--- config.mk ---
export PLATFORM = sky130hd
export DESIGN_NAME = gt_vortex_axi_ctrl_shim
export DESIGN_NICKNAME = d
export VERILOG_FILES = /design/src/rtl/gt_vortex_ctrl_pkg.sv /design/src/rtl/axi_outstanding_tracker.sv /design/src/rtl/gt_vortex_axi_ctrl_shim.sv
export SDC_FILE = /design/constraint.sdc
export NUM_CORES = 1
export LEC_CHECK = 0
export BUFFER_PORTS_ARGS = -buffer_cell sky130_fd_sc_hd__buf_2
export CAP_MARGIN = 25
export CORE_MARGIN = 3
export CORE_UTILIZATION = 55
export CTS_BUF_LIST = sky130_fd_sc_hd__clkbuf_2 sky130_fd_sc_hd__clkbuf_4 sky130_fd_sc_hd__clkbuf_8
export CTS_CLUSTER_DIAMETER = 150
export DETAILED_ROUTE_END_ITERATION = 8
export PLACE_DENSITY_LB_ADDON = 0.25
export SLEW_MARGIN = 15
export SYNTH_ARGS = -nofsm -noshare
export SYNTH_HDL_FRONTEND = slang
export SYNTH_SLANG_ARGS = --single-unit
--- constraint.sdc ---
create_clock -name clk -period 3.56 [get_ports clk]
set_input_delay 0.356 -clock clk [delete_from_list [all_inputs] [get_ports clk]]
set_output_delay 0.356 -clock clk [all_outputs]
set_load 0.03 [all_outputs]
--- src/rtl/gt_vortex_ctrl_pkg.sv ---
// gt_vortex_ctrl_pkg: register map, field positions and limit defaults for the Vortex AXI control shim
package gt_vortex_ctrl_pkg;
    localparam logic [5:0] OFF_CTRL        = 6'h00;
    localparam logic [5:0] OFF_STATUS      = 6'h01;
    localparam logic [5:0] OFF_LIMIT       = 6'h02;
    localparam logic [5:0] OFF_RD_BURSTS   = 6'h03;
    localparam logic [5:0] OFF_WR_BURSTS   = 6'h04;
    localparam logic [5:0] OFF_BUSY_CYCLES = 6'h05;
    localparam int CTRL_EN       = 0;
    localparam int CTRL_SOFT_RST = 1;
    localparam int CTRL_IRQ_EN   = 2;
    localparam int CTRL_CLR_CNT  = 3;
    localparam int ST_BUSY       = 0;
    localparam int ST_DONE       = 1;
    localparam int ST_UNDERFLOW  = 2;
    localparam int LIM_RD        = 0;
    localparam int LIM_WR        = 8;
    // An out-of-range default limit falls back to 16 rather than producing a dead (0) or truncated limit.
    function automatic logic [7:0] max_out_init(input int v);
        return (v >= 1 && v <= 255) ? v[7:0] : 8'd16;
    endfunction
endpackage

--- src/rtl/axi_outstanding_tracker.sv ---
// axi_outstanding_tracker: gates one AXI address channel by an outstanding limit and counts completed bursts
// Ports: i_soft clears count/gate and ignores responses; i_en/i_max set issue policy;
//        i_core_valid/i_m_ready in, o_m_valid/o_core_ready gated out; i_resp_hs is a completing response;
//        o_out outstanding count, o_uf sticky underflow (cleared by i_uf_clr), o_bursts saturating burst count.
module axi_outstanding_tracker
    import gt_vortex_ctrl_pkg::*;
#(
    parameter int CNT_W = 32
) (
    input  logic             clk,
    input  logic             rst_n,
    input  logic             i_soft,
    input  logic             i_en,
    input  logic [7:0]       i_max,
    input  logic             i_core_valid,
    input  logic             i_m_ready,
    input  logic             i_resp_hs,
    input  logic             i_cnt_clr,
    input  logic             i_uf_clr,
    output logic             o_m_valid,
    output logic             o_core_ready,
    output logic [7:0]       o_out,
    output logic             o_uf,
    output logic [CNT_W-1:0] o_bursts
);
    logic             r_gate;
    logic [7:0]       r_out;
    logic             r_uf;
    logic [CNT_W-1:0] r_bursts;
    logic             w_hs;
    logic             w_resp;
    logic             w_uf_ev;
    logic             w_pend;
    logic [7:0]       w_out_nx;

    assign o_m_valid    = i_core_valid & r_gate;
    assign o_core_ready = i_m_ready & r_gate;
    assign o_out        = r_out;
    assign o_uf         = r_uf;
    assign o_bursts     = r_bursts;
    assign w_hs         = o_m_valid & i_m_ready;
    assign w_resp       = i_resp_hs & !i_soft;
    assign w_uf_ev      = w_resp & (r_out == 8'd0);
    assign w_out_nx     = r_out + {7'd0, w_hs} - {7'd0, w_resp & !w_uf_ev};
    assign w_pend       = o_m_valid & !i_m_ready;

    // The gate looks at the post-update count so a handshake that reaches the limit closes it immediately;
    // a pending valid keeps the gate open so the AXI valid is never withdrawn.
    always_ff @(posedge clk or negedge rst_n) begin
        if (!rst_n) begin
            r_gate   <= 1'b0;
            r_out    <= 8'd0;
            r_uf     <= 1'b0;
            r_bursts <= '0;
        end else begin
            r_gate   <= i_soft ? 1'b0 : (w_pend | (i_en & (w_out_nx < i_max)));
            r_out    <= i_soft ? 8'd0 : w_out_nx;
            r_uf     <= w_uf_ev | (r_uf & !i_uf_clr);
            r_bursts <= i_cnt_clr ? '0 : (w_resp & ~&r_bursts) ? r_bursts + CNT_W'(1) : r_bursts;
        end
    end
endmodule

--- src/rtl/gt_vortex_axi_ctrl_shim.sv ---
// gt_vortex_axi_ctrl_shim: APB control/monitor shim gating Vortex AR/AW issue towards the NoC AXI port
// Ports: clk, reset (async active-low); APB slave psel/penable/pwrite/paddr/pwdata -> prdata/pready/pslverr;
//        core_ar/awvalid -> m_axi_ar/awvalid and m_axi_ar/awready -> core_ar/awready (gated);
//        observed R (rvalid/rready/rlast) and B (bvalid/bready); core_busy in; core_reset_n and irq out.
module gt_vortex_axi_ctrl_shim
    import gt_vortex_ctrl_pkg::*;
#(
    parameter int MAX_OUT_DEFAULT = 16,
    parameter int CNT_W           = 32,
    parameter int REG_BASE        = 0
) (
    input  logic        clk,
    input  logic        reset,
    input  logic        psel,
    input  logic        penable,
    input  logic        pwrite,
    input  logic [31:0] paddr,
    input  logic [31:0] pwdata,
    output logic [31:0] prdata,
    output logic        pready,
    output logic        pslverr,
    input  logic        core_arvalid,
    input  logic        core_awvalid,
    output logic        core_arready,
    output logic        core_awready,
    output logic        m_axi_arvalid,
    output logic        m_axi_awvalid,
    input  logic        m_axi_arready,
    input  logic        m_axi_awready,
    input  logic        m_axi_rvalid,
    input  logic        m_axi_rready,
    input  logic        m_axi_rlast,
    input  logic        m_axi_bvalid,
    input  logic        m_axi_bready,
    input  logic        core_busy,
    output logic        core_reset_n,
    output logic        irq
);
    localparam logic [7:0] MAX_INIT = max_out_init(MAX_OUT_DEFAULT);

    logic [2:0]       r_ctrl;
    logic [7:0]       r_max_rd;
    logic [7:0]       r_max_wr;
    logic [CNT_W-1:0] r_busy_cyc;
    logic             r_busy_q;
    logic             r_done;
    logic             r_irq;
    logic             r_core_rst_n;
    logic [31:0]      r_prdata;
    logic [31:0]      w_rel;
    logic [5:0]       w_off;
    logic             w_setup;
    logic             w_access;
    logic             w_mapped;
    logic             w_wr;
    logic             w_clr;
    logic             w_st_wr;
    logic [7:0]       w_rd_out;
    logic [7:0]       w_wr_out;
    logic             w_rd_uf;
    logic             w_wr_uf;
    logic [CNT_W-1:0] w_rd_bursts;
    logic [CNT_W-1:0] w_wr_bursts;
    logic [31:0]      w_rdata;
    logic             w_unused;

    assign w_rel    = paddr - 32'(REG_BASE);
    assign w_off    = w_rel[7:2];
    assign w_setup  = psel & !penable;
    assign w_access = psel & penable;
    assign w_mapped = (w_rel[31:8] == 24'd0) && (w_off <= OFF_BUSY_CYCLES);
    assign w_wr     = w_access & pwrite & w_mapped;
    assign w_clr    = w_wr && (w_off == OFF_CTRL) && pwdata[CTRL_CLR_CNT];
    assign w_st_wr  = w_wr && (w_off == OFF_STATUS);
    assign w_unused = ^{w_rel[1:0], pwdata[31:16]};

    assign pready       = w_access;
    assign pslverr      = w_access & !w_mapped;
    assign prdata       = r_prdata;
    assign irq          = r_irq;
    assign core_reset_n = r_core_rst_n;

    axi_outstanding_tracker #(.CNT_W(CNT_W)) u_rd (
        .clk(clk), .rst_n(reset), .i_soft(r_ctrl[CTRL_SOFT_RST]), .i_en(r_ctrl[CTRL_EN]), .i_max(r_max_rd),
        .i_core_valid(core_arvalid), .i_m_ready(m_axi_arready),
        .i_resp_hs(m_axi_rvalid & m_axi_rready & m_axi_rlast),
        .i_cnt_clr(w_clr), .i_uf_clr(w_st_wr & pwdata[ST_UNDERFLOW]),
        .o_m_valid(m_axi_arvalid), .o_core_ready(core_arready), .o_out(w_rd_out), .o_uf(w_rd_uf),
        .o_bursts(w_rd_bursts)
    );

    axi_outstanding_tracker #(.CNT_W(CNT_W)) u_wr (
        .clk(clk), .rst_n(reset), .i_soft(r_ctrl[CTRL_SOFT_RST]), .i_en(r_ctrl[CTRL_EN]), .i_max(r_max_wr),
        .i_core_valid(core_awvalid), .i_m_ready(m_axi_awready),
        .i_resp_hs(m_axi_bvalid & m_axi_bready),
        .i_cnt_clr(w_clr), .i_uf_clr(w_st_wr & pwdata[ST_UNDERFLOW]),
        .o_m_valid(m_axi_awvalid), .o_core_ready(core_awready), .o_out(w_wr_out), .o_uf(w_wr_uf),
        .o_bursts(w_wr_bursts)
    );

    // clr_cnt is never stored, so CTRL[3] always reads back 0.
    always_comb begin
        w_rdata = 32'd0;
        case (w_off)
            OFF_CTRL:        w_rdata = {29'd0, r_ctrl};
            OFF_STATUS:      w_rdata = {8'd0, w_wr_out, w_rd_out, 5'd0, w_rd_uf | w_wr_uf, r_done, core_busy};
            OFF_LIMIT:       w_rdata = {16'd0, r_max_wr, r_max_rd};
            OFF_RD_BURSTS:   w_rdata = w_rd_bursts[31:0];
            OFF_WR_BURSTS:   w_rdata = w_wr_bursts[31:0];
            OFF_BUSY_CYCLES: w_rdata = r_busy_cyc[31:0];
            default:         w_rdata = 32'd0;
        endcase
        if (!w_mapped) w_rdata = 32'd0;
    end

    always_ff @(posedge clk or negedge reset) begin
        if (!reset) begin
            r_ctrl       <= 3'd0;
            r_max_rd     <= MAX_INIT;
            r_max_wr     <= MAX_INIT;
            r_busy_cyc   <= '0;
            r_busy_q     <= 1'b0;
            r_done       <= 1'b0;
            r_irq        <= 1'b0;
            r_core_rst_n <= 1'b0;
            r_prdata     <= 32'd0;
        end else begin
            if (w_wr && w_off == OFF_CTRL) r_ctrl <= pwdata[2:0];
            if (w_wr && w_off == OFF_LIMIT) begin
                r_max_rd <= pwdata[LIM_RD +: 8];
                r_max_wr <= pwdata[LIM_WR +: 8];
            end
            r_busy_cyc   <= w_clr ? '0 : (core_busy & ~&r_busy_cyc) ? r_busy_cyc + CNT_W'(1) : r_busy_cyc;
            r_busy_q     <= core_busy;
            // A new falling edge beats a coincident W1C so the completion is not lost.
            r_done       <= (r_busy_q & !core_busy) | (r_done & !(w_st_wr & pwdata[ST_DONE]));
            r_irq        <= r_done & r_ctrl[CTRL_IRQ_EN];
            r_core_rst_n <= !r_ctrl[CTRL_SOFT_RST];
            r_prdata     <= w_setup ? w_rdata : w_access ? r_prdata : 32'd0;
        end
    end
endmodule

* After elaboration in Yosys (flattened, before gate mapping)
Index checks and enable logic that the tools add are counted.
** Word-level totals
- Register bits :: 171
- Latch bits :: 0
- Memory bits (writable) :: 0
- Memory bits (read-only) :: 0
- Bits of input ports :: 79
- Output and inout bits :: 40
- Logic and storage cells :: 115
- Memories :: 0
** Cells by class
- $add $sub $neg :: 7
- Multipliers :: 0
- Div/mod/pow operators :: 0
- Magnitude comparators :: 3
- Eq/ne operators :: 6
- Shift operators :: 0
- Multiplexer cells :: 14
- Bitwise logic cells :: 40
- Reductions and logical operators :: 28
** Operator list (count)
- 2-to-1 mux 32 bit :: 9
- case mux 32 bit (6 select lines) :: 1
- adder 32 x 1 -> 32 bit, second input constant :: 3
- AND reduction 32 bit :: 3
- AND 1 bit :: 34
- logical NOT 24 bit :: 1
- adder 8 x 1 -> 8 bit :: 2
- logical NOT 8 bit :: 2
- < comparator 8 bit :: 2
- 2-to-1 mux 8 bit :: 2
- subtractor 8 x 1 -> 8 bit :: 2
- logical NOT 1 bit :: 13
- == test 6 x 2 -> 1 bit, second input constant :: 2
- == test 6 x 3 -> 1 bit, second input constant :: 2
- == test 6 x 1 -> 1 bit, second input constant :: 1
- less-or-equal comparator 6 x 3 -> 1 bit, second input constant :: 1
- logical NOT 6 bit :: 1
- bitwise OR 1 bit :: 6
- nonzero test 2 bit :: 3
- logical AND 1 bit :: 5
- 2-to-1 mux 1 bit :: 2
- != test 2 bit, second input constant :: 1

* Depth between registers and ports, before layout
Gate-level depths: netlist of the first run.
- Depth after elaboration :: 11
- Gate-level depth with buffers :: 17
- Gate-level depth less buffers :: 17

* Cells and area by module
Synthesis of the first run repeated with hierarchy kept, for this count alone.
** Second synthesis, totals
- Cell total of the unflattened synthesis :: 1127
- Area total of the unflattened synthesis :: 10425.0 um2
** By module, submodules not included
- axi_outstanding_tracker :: instances 2, cells an instance 311, area each 2793.9 um2, sequential area each 1051.0 um2
- gt_vortex_axi_ctrl_shim :: instances 1, cells an instance 505, area each 4837.1 um2, sequential area each 2179.6 um2

* Least setup slack after synthesis of the first run
Ideal clock, no wire load.
- Path type :: reg2reg
- From :: register r_ctrl[1]
- To :: register u_wr.r_gate
- Library setup time :: 99 ps
- Arrival time :: 3230 ps
- Required time :: 3461 ps
- Setup slack :: 230 ps
- Cell stages (with the launch flop) :: 16
- Buffers on the path :: 1
- Clock period less this slack :: 3330 ps
- Path through :: dfrtp_1 > clkbuf_1 > nand3b_4 > nor2_1 > ha_1 > inv_1 > ha_1 > fa_1 > a21oi_1 > o21bai_1 > a2111oi_0 > a311oi_1 > ha_1 > a21oi_1 > o211ai_1 > a311oi_1
** Between the ends
- Word-level cells in the longest chain between the ends :: 10
** Ends and longest elaborated chain
- from (decl) :: RTL line gt_vortex_axi_ctrl_shim.sv:41 : logic [2:0] r_ctrl;
- from (signal assigned) :: RTL line gt_vortex_axi_ctrl_shim.sv:128 : if (w_wr && w_off == OFF_CTRL) r_ctrl <= pwdata[2:0];
- logical NOT 1 bit :: RTL line axi_outstanding_tracker.sv:42 : assign w_resp = i_resp_hs & !i_soft;
- AND 1 bit :: RTL line axi_outstanding_tracker.sv:42
- AND 1 bit :: RTL line axi_outstanding_tracker.sv:43 : assign w_uf_ev = w_resp & (r_out == 8'd0);
- logical NOT 1 bit :: RTL line axi_outstanding_tracker.sv:44 : assign w_out_nx = r_out + {7'd0, w_hs} - {7'd0, w_resp & !w_uf_ev};
- AND 1 bit :: RTL line axi_outstanding_tracker.sv:44
- subtractor 8 x 1 -> 8 bit :: RTL line axi_outstanding_tracker.sv:44
- < comparator 8 bit :: RTL line axi_outstanding_tracker.sv:56 : r_gate <= i_soft ? 1'b0 : (w_pend | (i_en & (w_out_nx < i_max)));
- AND 1 bit :: RTL line axi_outstanding_tracker.sv:56
- bitwise OR 1 bit :: RTL line axi_outstanding_tracker.sv:56
- 2-to-1 mux 1 bit (*) :: RTL line axi_outstanding_tracker.sv:56
- to (signal assigned) :: RTL line axi_outstanding_tracker.sv:56
- to (decl) :: RTL line axi_outstanding_tracker.sv:26 : logic r_gate;
Mark *: on every way between the ends. The rest lies on a longest branch, timed or not.
A chain may end at the register's enable or synchronous reset.

* Worst setup path after layout of the first run
- From :: register u_wr.r_out[7] (netlist: u_wr.o_out[7])
- To :: register u_wr.r_gate
** Between the ends
- Word-level cells in the longest chain between the ends :: 9
- Elaborated cells between the ends (all ways) :: 10
- Those cells by class :: 2 x add/sub; 1 x order compare; 1 x mux; 4 x bitwise; 2 x reduce/logical
** Ends and longest elaborated chain
- from (decl) :: RTL line axi_outstanding_tracker.sv:27 : logic [7:0] r_out;
- from (signal assigned) :: RTL line axi_outstanding_tracker.sv:57 : r_out <= i_soft ? 8'd0 : w_out_nx;
- branches (longest 4 deep; another with adder 8 x 1 -> 8 bit)
- subtractor 8 x 1 -> 8 bit (*) :: RTL line axi_outstanding_tracker.sv:44
- < comparator 8 bit (*) :: RTL line axi_outstanding_tracker.sv:56
- AND 1 bit (*) :: RTL line axi_outstanding_tracker.sv:56
- bitwise OR 1 bit (*) :: RTL line axi_outstanding_tracker.sv:56
- 2-to-1 mux 1 bit (*) :: RTL line axi_outstanding_tracker.sv:56
Every way passes the cells marked *.

==> results of run 1 <==
==> report_power, final <==
part	leakage, nW	switching [mW]	internal, mW
Sequential	2.29	0.225	2.15
Clock	0.223	0.774	0.808
Combinational	2.48	1.55	1.33
==> per-layer routing <==
| metal | vias up | track usage [%] | wire length [µm] |
|---|---|---|---|
| li1 | 4362 | - | - |
| met1 | 4780 | 42.44 | 12960 |
| met2 | 455 | 47.35 | 14470 |
| met3 | 67 | 6.363 | 2733 |
| met4 | 0 | 9.405 | 662 |
| met5 | - | 0 | 0 |
==> cell usage in the layout (no fill, tap or decap), types with 25 or more instances in the layout <==
cell and n:
a21oi_1 75, and2_1 25, buf_2 99, buf_4 37, dfrtp_1 169, ha_1 35
inv_1 45, mux2_2 29, nand2_1 100, nand3_1 28, nand4_1 42, nor2_1 51
o21ai_0 75, or3_1 40
==> per-stage QoR <==
stage          setup WS (ps)  TNS (ps)
6_report              -90.13    -90.13
5_1_grt               -209.0    -272.6
4_1_cts               -11.86    -11.86
3_5_place_dp          -142.4    -284.5
3_3_place_gp           88.28         0
2_1_floorplan          230.4         0
==> critical path, delay by kind of cell, from the launching register on <==
| family | cells | cell delay [ps] |
|---|---|---|
| and+or+nand+nor | 3 | 320 |
| adders and majority gates | 5 | 1360 |
| buffers and inverters | 2 | 160 |
| AOI/OAI and AO/OA | 7 | 1340 |
| DFF | 1 | 380 |
==> kinds of logic after synthesis <==
kind of cell	count (synthesis)	share of synthesized area, %
AND/OR/NAND/NOR	415	22.75
AO/OA/AOI/OAI	297	19.41
flip-flops	171	41.70
buffers and inverters	112	4.655
adder cells (fa/ha/maj)	41	5.142
multiplexers	37	3.960
XOR/XNOR	28	2.388
==> how the worst max path moves through the flow <==
stage | start | end | cells past startpoint
floorplan | r_ctrl[1] | u_wr.r_gate | 15
global placement | u_wr.o_out[6] | u_wr.r_gate | 17
detailed placement | u_rd.o_out[3] | u_rd.r_gate | 16
CTS | u_wr.o_out[6] | u_wr.r_gate | 17
global route | u_wr.o_out[7] | u_wr.r_gate | 17
finish | u_wr.o_out[7] | u_wr.r_gate | 17
==> timing repair <==
action                                  CTS  global route
pin swaps                                 6            21
gates resized for setup                  10            25
hold buffers                              1             0
buffers inserted                          1            14
hold endpoints to repair                 75             0
endpoints found under the setup margin    2             2
==> final cells by class <==
cell class / instances / share of cell area [%]
Sequential cell: 171 / 36.44
Tap cell: 229 / 2.439
Timing Repair Buffer: 141 / 7.337
Inverter: 54 / 1.725
Clock inverter: 13 / 1.608
Clock buffer: 19 / 2.226
Multi-Input combinational cell: 818 / 48.23
==> sequential cells by signal, indices dropped and copies added, names as in the netlist <==
signal         cells
core_reset_n       1
u_rd.r_gate        1
r_done             1
u_wr.o_bursts     32
r_max_rd           8
u_wr.r_gate        1
u_wr.o_uf          1
irq                1
r_ctrl             3
u_rd.o_out         8
r_max_wr           8
prdata            32
u_rd.o_bursts     32
r_busy_cyc        32
r_busy_q           1
u_rd.o_uf          1
u_wr.o_out         8
==> reports/metrics.csv, run 1 <==
metric;value;unit
grt_pass1_vias;8998;
antenna_found_initial;0;
coreArea;0.01815;mm²
path_cells;inv_1 -> ha_4 -> nand4_1 -> nor2_1 -> nor2_1 -> ha_1 -> inv_1 -> ha_2 -> fa_2 -> a21oi_4 -> o21bai_4 -> a21o_1 -> a311oi_2 -> ha_1 -> a21oi_2 -> o211ai_1 -> a311oi_2;
worstHoldPathType;in -> reg;
synth_area_leader_cell;dfrtp_1;
period_needed;3650;ps
fillers;1497;
synth_area;0.01027;mm²
syn_nets;1221;
crit_type;reg -> reg;
wl_per_cell;21.33;µm
io_buffers;100;
antenna_cells;0;
fin_area;0.01175;mm²
antenna_left;0;
endpoint_kind;flop;
place_area;0.01101;mm²
power_per_cell_area;581.7;mW/mm²
whs;99.03;ps
syn2layout_area_growth;14.43;%
finalMaxSlewViolations;0;
die_w;142.6;µm
startpoint_type;flop;
synth_ff_type;dfrtp_1;
drv_cap;0;
setup_violations;1;
dpl.cell_count;1396;
r2r_end;u_wr.r_gate;
power;6.835;mW
start_util;56.58;%
synth_seq_cells;171;
cts_max_level;4;
synth.most_common_cell;dfrtp_1;
r2r_setup_slack;-90;ps
synth_edf_count;0;
skew;13.27;ps
slowest_delay;430;ps
drive_gt1_share;20.97;%
finalHoldViolCount;0;
netlist.area_leader.share;41.18;%
global_route.overflow_total;0;
p_leak;4.990;nW
layout_setup_ws;-90.13;ps
ir_worst_vdd;0.0005543;V
yosys-top-cells-area;dfrtp_1 (41%), ha_1 (4.8%), a21oi_1 (3.8%);
synthTopCellsByCount;dfrtp_1 (169), nand2_1 (100), a21oi_1 (78), o21ai_0 (75), inv_1 (54);
required;3940;ps
failed_checks;setup timing;
cp_slowest_cell;fa_2;
final_util;64.75;%
ys_warn_count;0;
grt_max_degree;80;
track_usage;30.23;%
clkTransAtPathRegs;90;ps
drt_iter0_drc;1090;
grt_pass1_wl;48.45;mm
clock.fmax;0.2740;GHz
rsz0062_at_grt;true;
multi_input_area;0.005667;mm²
drt_wl_total;30.82;mm
drc;0;
synth_cells;1101;
vias;9664;
dpl.hpwl;22.21;mm
io_pins;119;
die_h;142.6;µm
tritoncts;built;
fin_nets;1323;
rows;49;
die_area;0.02035;mm²
period_share;102.5;%
stdcell_count;1445;
reg2reg_depth;17;
clock_sinks;171;
viasPerCell;6.688;
relSlewSlack;47.23;%
worstMarginPinSlew;784.3;ps
whs_path_depth;2;
async_flop_share;100.0;%
seq_area;0.004282;mm²
clock_latency;480;ps
clk_path_buf_depth;2;
dr.pass1.iters;7;
root_buffer;clkbuf_8;
synth_cell_types;69;
status;finished with violations;
synth_seq_area_share;41.70;%
r2r_start;u_wr.o_out[7];
hp-start;pwdata[7];
globalplace.congestion;0.9138;
syn_avg_cell_area;9.327;µm²
cts_buffers;17;
hold_end;r_max_rd[7];
worst_ep_arrival_time;4030;ps
cp_max_fo;3;
Power figures use the tool's default switching activity.
==> run 2: changes to the inputs <==
--- a/config.mk
+++ b/config.mk
@@ -5,7 +5,7 @@
 export SDC_FILE = /design/constraint.sdc
 export NUM_CORES = 1
 export LEC_CHECK = 0
-export BUFFER_PORTS_ARGS = -buffer_cell sky130_fd_sc_hd__buf_2
+export BUFFER_PORTS_ARGS = -buffer_cell sky130_fd_sc_hd__buf_4
 export CAP_MARGIN = 25
 export CORE_MARGIN = 3
 export CORE_UTILIZATION = 55
@@ -13,6 +13,7 @@
 export CTS_CLUSTER_DIAMETER = 150
 export DETAILED_ROUTE_END_ITERATION = 8
 export PLACE_DENSITY_LB_ADDON = 0.25
+export SKIP_LAST_GASP = 1
 export SLEW_MARGIN = 15
 export SYNTH_ARGS = -nofsm -noshare
 export SYNTH_HDL_FRONTEND = slang
==> reports/metrics.csv, run 2 (same netlist as run 1, synthesis figures left out) <==
metric;value;unit
pwr-share-comb;42.8;%
whs;69.13;ps
clock.fmax;0.2841;GHz
vias;9445;
p_clk_share;21.6;%
die_area;0.02035;mm²
grt_max_degree;80;
hp-start;core_busy;
clock_sinks;171;
clkTransAtPathRegs;100;ps
cp_top_family;adder cells;
r2r_setup_slack;40;ps
fin_nets;1318;
crit_start;u_wr.o_out[5];
period_needed;3519;ps
slowest_delay;390;ps
reg2reg_depth;17;
path_buf_inv;2;
period_share;98.86;%
worst_ep_arrival_time;3910;ps
root_buffer;clkbuf_8;
drc;0;
p_int;4.138;mW
drv_cap;0;
worstMarginPinSlew;988.3;ps
global_route.overflow_total;0;
antenna_found_initial;2;
io_pins;119;
viasPerCell;6.559;
cp_slowest_cell;dfrtp_1;
power_per_cell_area;559.5;mW/mm²
required;3950;ps
power;6.648;mW
ir_worst_vdd;0.0005583;V
r2r_end;u_wr.r_gate;
track_usage;29.67;%
setup_violations;0;
die_w;142.6;µm
coreArea;0.01815;mm²
netSwitchingFraction;37.76;%
grt_pass1_vias;8983;
clock_latency;490;ps
antenna_left;0;
hold_end;r_busy_q;
drive_gt1_share;20.64;%
die_h;142.6;µm
syn2layout_area_growth;15.71;%
clk_path_buf_depth;2;
io_buffers;100;
globalplace.congestion;0.9239;
rows;49;
dpl.hpwl;22.13;mm
status;completed;
rsz0062_at_grt;true;
startpoint_type;flop;
r2r_start;u_wr.o_out[5];
cp_max_fo;3;
finalMaxSlewViolations;0;
layout_commonest_cell;dfrtp_1;
skew;21.89;ps
cts_max_level;4;
path_cells;inv_1 -> ha_2 -> nand4_1 -> nor2_2 -> nor2_1 -> ha_1 -> inv_1 -> ha_2 -> fa_2 -> a21oi_4 -> o21bai_4 -> a21o_1 -> a311oi_2 -> ha_1 -> a21oi_2 -> o211ai_1 -> a311oi_1;
endpoint_kind;flop;
pwr-share-seq;35.7;%
dr.pass1.iters;6;
wl_per_cell;21.03;µm
drt_wl_total;30.29;mm
cts_buffers;17;
antenna_cells;0;
start_util;56.58;%
grt_pass1_wl;47.75;mm
worstHoldPathType;in -> reg;
p_leak;4.974;nW
whs_path_depth;1;
fillers;1465;
crit_type;reg -> reg;
relSlewSlack;34.11;%
tritoncts;built;
drt_iter0_drc;1108;
layout_common_cells;dfrtp_1 (169), buf_4 (132), nand2_1 (100);
finalHoldViolCount;0;
p_sw;2.510;mW
## run 2: worst max-delay path by stage
stage	endpoint	slack [ps]	depth (start not counted)
detailed placement	u_wr.r_gate	-150	17
global placement	u_wr.r_gate	80	17
global route	u_wr.r_gate	-100	17
floorplan	u_wr.r_gate	230	15
finish	u_wr.r_gate	40	17
CTS	u_wr.r_gate	-5	17
## run 2: metal layers
layer	vias to the layer above	track usage (%)	wire, µm
met4	6	8.904	634
met3	69	7.569	3035
met5	-	2.632	96
met1	4595	40.44	12490
met2	427	46.79	14040
li1	4348	-	-
## run 2: cell type report
class / instances / area, µm² / area share, %
multi-input cells: 818 / 5663 / 47.66
clock buffers: 20 / 262.8 / 2.211
clock inverters: 12 / 137.6 / 1.158
repair buffers: 136 / 1047 / 8.814
well taps: 229 / 286.5 / 2.412
flip-flops and latches: 171 / 4282 / 36.04
inverters: 54 / 202.7 / 1.706
## run 2: repair_timing
action                                  in CTS  in global routing
hold buffers                                 1                  0
setup buffers                                1                 12
gates resized for setup                     12                 24
pin swaps                                    6                 21
endpoints found under the setup margin       2                  2
endpoints found under the hold margin       62                  0
## run 2: power by group through the flow
stage | clock network [mW] | registers, mW | logic [mW]
3_3_place_gp | 0 | 2.38 | 2.24
6_report | 1.43 | 2.37 | 2.84
3_5_place_dp | 0 | 2.39 | 2.34
5_1_grt | 1.51 | 2.39 | 3.15
4_1_cts | 1.44 | 2.35 | 2.51
2_1_floorplan | 0 | 2.32 | 1.74
## run 2: through the flow
stage          instances  setup TNS [ps]  setup slack, ps  utilization (%)  area [µm²]
6_report            1440               0            40.56            65.47       11880
2_1_floorplan       1101               0            230.4                -       10270
5_1_grt             1440          -124.1           -101.5            65.47       11880
3_3_place_gp        1393               0            77.44            61.81       11220
3_5_place_dp        1394          -203.8           -145.4            61.89       11230
4_1_cts             1428          -4.708           -4.708            64.50       11710
